**config.mk**
```make
export PLATFORM = sky130hd
export DESIGN_NAME = wb_regfile
export DESIGN_NICKNAME = d
export VERILOG_FILES = /design/src/rtl/wb_regfile.sv
export SDC_FILE = /design/constraint.sdc
export NUM_CORES = 2
export LEC_CHECK = 0
export BUFFER_PORTS_ARGS = -buffer_cell sky130_fd_sc_hd__buf_2
export CAP_MARGIN = 20
export CORE_ASPECT_RATIO = 0.7
export CORE_MARGIN = 3
export CORE_UTILIZATION = 59
export CTS_BUF_LIST = sky130_fd_sc_hd__clkbuf_4 sky130_fd_sc_hd__clkbuf_8
export DETAILED_ROUTE_END_ITERATION = 12
export PLACE_DENSITY_LB_ADDON = 0.2
export SYNTH_ARGS = -nofsm -noshare
export SYNTH_HDL_FRONTEND = slang
export SYNTH_SLANG_ARGS = --single-unit
```
**constraint.sdc**
```tcl
create_clock -name clk -period 3.1 [get_ports clk]
set_input_delay 0.62 -clock clk [delete_from_list [all_inputs] [get_ports clk]]
set_output_delay 0.62 -clock clk [all_outputs]
set_load 0.05 [all_outputs]
```
**src/rtl/wb_regfile.sv**
```systemverilog
// wb_regfile: write-back select, 2**AW-entry register file with bypassed read ports, debug port and write counter
module wb_regfile #(
  parameter int DW   = 32,
  parameter int AW   = 5,
  parameter int CNTW = 32
) (
  input  logic            clk,
  input  logic            rst_n,
  input  logic            RFWEW,
  input  logic            MtoRFSelW,
  input  logic [DW-1:0]   ALUOutW,
  input  logic [DW-1:0]   DMOutW,
  input  logic [AW-1:0]   RFAW,
  input  logic [AW-1:0]   RFRA1,
  input  logic [AW-1:0]   RFRA2,
  input  logic [AW-1:0]   DbgRA,
  output logic [DW-1:0]   RFWD,
  output logic [DW-1:0]   RFRD1,
  output logic [DW-1:0]   RFRD2,
  output logic [DW-1:0]   DbgRD,
  output logic [CNTW-1:0] WrCnt,
  output logic [AW-1:0]   LastWA
);
  localparam int N = 2 ** AW;
  logic [DW-1:0]   regs_q [N];
  logic [DW-1:0]   regs_d [N];
  logic [CNTW-1:0] wr_cnt_q, wr_cnt_d;
  logic [AW-1:0]   last_wa_q, last_wa_d;
  logic            commit;
  logic            byp1, byp2;
  assign RFWD   = MtoRFSelW ? DMOutW : ALUOutW;
  // RFWEW is tested first so an unknown address with the enable low cannot commit
  assign commit = RFWEW && (RFAW != '0);
  assign byp1   = RFWEW && (RFAW == RFRA1);
  assign byp2   = RFWEW && (RFAW == RFRA2);
  assign RFRD1  = (RFRA1 == '0) ? '0 : byp1 ? RFWD : regs_q[RFRA1];
  assign RFRD2  = (RFRA2 == '0) ? '0 : byp2 ? RFWD : regs_q[RFRA2];
  assign DbgRD  = (DbgRA == '0) ? '0 : regs_q[DbgRA];
  assign WrCnt  = wr_cnt_q;
  assign LastWA = last_wa_q;
  // next state: a committed write updates one entry, bumps the counter and records the address
  always_comb begin
    regs_d    = regs_q;
    wr_cnt_d  = wr_cnt_q;
    last_wa_d = last_wa_q;
    if (commit) begin
      regs_d[RFAW] = RFWD;
      wr_cnt_d     = wr_cnt_q + CNTW'(1);
      last_wa_d    = RFAW;
    end
  end
  // state registers with asynchronous clear
  always_ff @(posedge clk or negedge rst_n) begin
    if (!rst_n) begin
      for (int i = 0; i < N; i++) regs_q[i] <= '0;
      wr_cnt_q  <= '0;
      last_wa_q <= '0;
    end else begin
      regs_q    <= regs_d;
      wr_cnt_q  <= wr_cnt_d;
      last_wa_q <= last_wa_d;
    end
  end
endmodule

```
---- Yosys cells after proc, flatten, opt, wreduce, memory -nomap -nowiden ----
Index checks and enable logic that the tools add are counted.
storage, ports and cells
  register bits ........................... 1061
  bits of input ports ..................... 88
  output and inout bits ................... 165
  logic and storage cells ................. 72
cells by class
  $add $sub $neg .......................... 1
  $lt $le $gt $ge ......................... 5
  equality and inequality tests ........... 2
  multiplexer cells ....................... 18
  bitwise operators ....................... 4
  reductions and logical operators ........ 8
operators by type and width
  kind                                                                          number
  1024-bit bitwise mux                                                          1
  32-bit binary-select mux with 5-bit select                                    3
  32-bit two-way mux                                                            13
  32-bit demux with 5-bit select                                                1
  32-bit by 1-bit adder with 32-bit output, second input constant               1
  6-bit greater-or-equal comparator, second input constant                      4
  5-bit NOT with 6-bit output                                                   4
  5-bit logical NOT                                                             3
  5-bit equality test                                                           2
  6-bit by 1-bit less-than comparator with 1-bit output, second input constant  1
  5-bit nonzero test                                                            1
  1-bit logical AND                                                             4

---- Depth between registers and ports, before layout ----
  depth in word-level cells ............... 6
  gate-level depth with buffers ........... 10
  depth with buffers taken out ............ 5

---- Worst setup path after synthesis ----
OpenSTA, ideal clock, no wires.
  path kind ............................... input to output
  start point ............................. input port RFRA1[0]
  end point ............................... output port RFRD1[25]
  arrival ................................. 3083 ps
  data required time ...................... 2480 ps
  setup slack ............................. -603 ps
  stages .................................. 9
  buffers on the path ..................... 5
  cell sequence ........................... buf_6 -> buf_8 -> buf_12 -> buf_6 -> buf_6 -> mux2i_1 -> a221oi_1 -> nor3_1 -> o32ai_1
between the ends
  cells in the longest elaborated chain, start to end .. 6
  elaborated cells on any way between the ends .. 9
  classes of those cells .................. 1 x eq/ne; 5 x mux; 1 x bitwise; 2 x reduce/logical
ends and longest elaborated chain
  item                                                    RTL line  RTL
  start, declared                                         14        input logic [AW-1:0] RFRA1,
  5-bit NOT with 6-bit output (not written as such)       36        assign RFRD1 = (RFRA1 == '0) ? '0 : byp1 ? RFWD : regs_q[RFRA1];
  32-bit binary-select mux with 5-bit select              36
  32-bit two-way mux (not written as such) (2 in series)  36
  32-bit two-way mux                                      36
  32-bit two-way mux *                                    36
  end, declared                                           18        output logic [DW-1:0] RFRD1,
Every way passes the cells marked *; elsewhere a longest branch is shown, timed or not. The select of a mux whose other input is x is not followed.

---- Worst setup path in the final report ----
  start point ............................. register regs_q[940] in the netlist's numbering
  end point ............................... output port RFRD2[12]
between the ends
  cells in the longest elaborated chain, start to end .. 5
ends and longest elaborated chain
  item                                                    RTL line  RTL
  start, declared                                         25        logic [DW-1:0] regs_q [N];
  start signal, assigned                                  59        regs_q <= regs_d;
  32-bit binary-select mux with 5-bit select              37        assign RFRD2 = (RFRA2 == '0) ? '0 : byp2 ? RFWD : regs_q[RFRA2];
  32-bit two-way mux (not written as such) (2 in series)  37
  32-bit two-way mux (2 in series)                        37
  end, declared                                           19        output logic [DW-1:0] RFRD2,
Every way passes these cells. The select of a mux whose other input is x is not followed.

==> results.json <==
{
  "status": "complete, but fails checks",
  "violations": "negative setup slack",
  "critPathLaunch": "regs_q[940]",
  "syn-mean-instance-area_um2": 11.48,
  "syn_nets": 5605,
  "insertion_delay_ps": 900,
  "finalWorstSetupSlack_ps": -446.6,
  "cp_top_family": "multiplexers",
  "rsz0062_at_grt": "true",
  "hpwl_um": 157600,
  "yosys_most_used_dff": "dfrtp_1",
  "ant_nets": 0,
  "drv_cap": 0,
  "rrSetupSlack_ps": 920,
  "grt_pass1_wl_um": 359100,
  "clkSlewWorstSetupHoldPaths_ps": 70,
  "worstPathArrival_ps": 2930,
  "power_density_mw_per_mm2": 636.6,
  "required_ps": 2480,
  "worst_slew_pin_slew_ps": 1067,
  "io_pins": 253,
  "clock-sinks": 1061,
  "setup-violations-final": 96,
  "max_slew_margin_pct": 28.87,
  "finalCritPeriodShare_pct": 114.4,
  "cp-start-kind": "register",
  "yosys_warnings": 0,
  "clockBufferDepth": 3,
  "report.final.slew_viol_count": 0,
  "areaGrowthSynthToFinish_pct": 24.60,
  "hold_viol_final": 0,
  "start_util_pct": 60.15,
  "final_area_mm2": 0.07891,
  "core_mm2": 0.1053,
  "cts-htree-levels": 4,
  "critical_path_buf_inv_count": 1,
  "worstSetupEndpointType": "output port",
  "syn-cell-area_mm2": 0.06333,
  "final_cell_mix": "1060 x dfrtp_1, 744 x mux4_2, 562 x buf_4",
  "layout-drive-gt1-share_pct": 38.99,
  "worstPathCellList": "mux4_2, mux4_2, a221o_2, buf_6",
  "finClkSkew_ps": 15.88,
  "first_pass_iters": 6,
  "die_w_um": 397.6,
  "synth-edff-count": 0,
  "io_buffers": 252,
  "vias_per_cell": 7.342,
  "drt_wl_total_um": 249800,
  "overflow": 0,
  "slowest_stage": "mux4_2",
  "antenna_found_initial": 4,
  "num_rows": 99,
  "place_area_mm2": 0.07146,
  "min_period_ps": 3547,
  "cts-root-buf": "clkbuf_8",
  "hp-class": "input pin to register",
  "die_area_mm2": 0.1114,
  "netlist_instances": 5516,
  "power.leakage_nw": 33.81,
  "mostFrequentLayoutCell": "dfrtp_1",
  "critical_path_class": "register to output port",
  "die-height_um": 280.1,
  "wl_per_cell_um": 32.63,
  "synth-seq-cells": 1061,
  "r2r-start": "WrCnt[6]",
  "cp_max_fo": 4,
  "fillCellCount": 6751,
  "grt_usage_pct": 43.98,
  "drc": 0,
  "ys_types": 65,
  "vias": 56218,
  "seqCellArea_mm2": 0.02655,
  "grt_pass1_vias": 54385,
  "cts-buffers-inserted": 165,
  "cpPeakStageDelay_ps": 490,
  "worst_hold_slack_ps": 145.8,
  "grt_max_degree": 117,
  "ir_worst_vdd_mv": 0.4946,
  "synth_seq_area_share_pct": 41.92,
  "nets": 6190,
  "multiInputGateArea_mm2": 0.03601,
  "async_reset_ff_share_pct": 100.0,
  "fmax_mhz": 282.0,
  "gp_congestion": 0.9800,
  "worstHoldStart": "RFAW[2]",
  "cts_tree": "built",
  "critPathMostFrequentCell": "mux4_2",
  "drtIter0Drc": 9140
}
layout make-up:
| cell class | instances | area share, % |
|---|---|---|
| diodes | 8 | 0.02537 |
| clock buffers | 254 | 4.145 |
| clock inverters | 47 | 0.5962 |
| inverters | 38 | 0.1855 |
| multi-input cells | 3801 | 45.63 |
| flip-flops and latches | 1061 | 33.65 |
| well taps | 1414 | 2.242 |
| repair buffers | 1034 | 13.53 |
metrics by stage:
stage          total power [W]  setup TNS, ps  cells  utilization, %  worst slack (ps)
2_1_floorplan          0.02925         -190.9   5516               -            -105.2
3_3_place_gp           0.03359         -26400   7155           67.87            -483.7
3_5_place_dp           0.03425         -27410   7155           67.87            -498.7
4_1_cts                0.04884         -28880   7547           73.43            -473.4
5_1_grt                0.05197         -31700   7650           74.93            -488.6
6_report               0.05023         -28310   7657           74.94            -446.6
per-layer routing:
| layer | part of all wire (%) | track usage (%) |
|---|---|---|
| met5 | 0.017 | 0 |
| met4 | 7.2 | 26.36 |
| met3 | 16 | 17.39 |
| met2 | 42 | 60.60 |
| met1 | 35 | 59.18 |
kinds of logic after synthesis:
kind of cell               count (synthesis)  share of synthesized area, %
muxes                                   1121                         32.42
buffers and inverters                    654                         4.672
and+or+nand+nor                         1257                         7.930
xor gates and xnor gates                  41                        0.5670
DFF                                     1061                         41.92
adders and majority gates                  1                       0.01975
AOI/OAI and AO/OA                       1381                         12.47
sequential cells by signal (all words and copies together), names as in the netlist:
| signal | count |
|---|---|
| regs_q | 1024 |
| WrCnt | 32 |
| LastWA | 5 |
power by group:
part	internal, W	switching, W
registers	0.0168	0.00326
clock network	0.00741	0.00615
logic	0.00849	0.00817
total	0.0327	0.0176
tightest hold or removal path, stage by stage:
cell and delay [ps]:
buf_2 110, buf_4 170, nand2_1 60, nand2_1 50
cell usage after synthesis (4+ instances only):
cell	number	area (um^2)
dfrtp_1	1061	26550
mux4_2	744	16760
nor2_1	585	2196
a21oi_1	553	2768
nand2_1	544	2042
o21ai_0	522	2613
clkbuf_1	438	1644
mux2i_1	375	3754
a221oi_1	113	989.7
buf_2	95	475.5
a22oi_1	41	307.8
a211oi_1	37	277.8
xnor2_1	37	324.1
inv_1	34	127.6
buf_6	32	360.4
o22ai_1	31	193.9
a221o_1	26	260.3
buf_4	25	187.7
nand3_1	23	115.1
buf_1	21	78.83
nor3_1	19	95.09
nand4_1	13	81.33
nor2b_1	11	68.82
a211o_1	9	78.83
or2_2	9	56.30
and3_1	8	50.05
nand2b_1	8	50.05
and2_1	7	43.79
a2111oi_0	6	52.55
o211ai_1	6	45.04
o32a_1	6	60.06
nor2_2	5	31.28
nor3b_1	5	37.54
a22o_1	4	35.03
a31oi_1	4	25.02
and4_1	4	35.03
nand3b_1	4	30.03
xor2_1	4	35.03
path summary, 6_finish.rpt:
kind | end | depth (start not counted)
min | LastWA[2] | 4
max | RFRD2[12] | 4
min reg2reg | regs_q[1016] | 0
max in group asynchronous | regs_q[591] | 4
min in group asynchronous | regs_q[609] | 2
max reg2reg | WrCnt[28] | 5
repair_timing:
| action | in CTS | in global routing |
|---|---|---|
| cloned | 1 | 6 |
| endpoints found under the setup margin | 96 | 96 |
| endpoints found under the hold margin | 118 | 0 |
| hold buffers | 1 | 0 |
| pin swaps | 77 | 61 |
| resized for setup | 339 | 140 |
| buffers inserted | 97 | 97 |
Power figures use the tool's default switching activity.
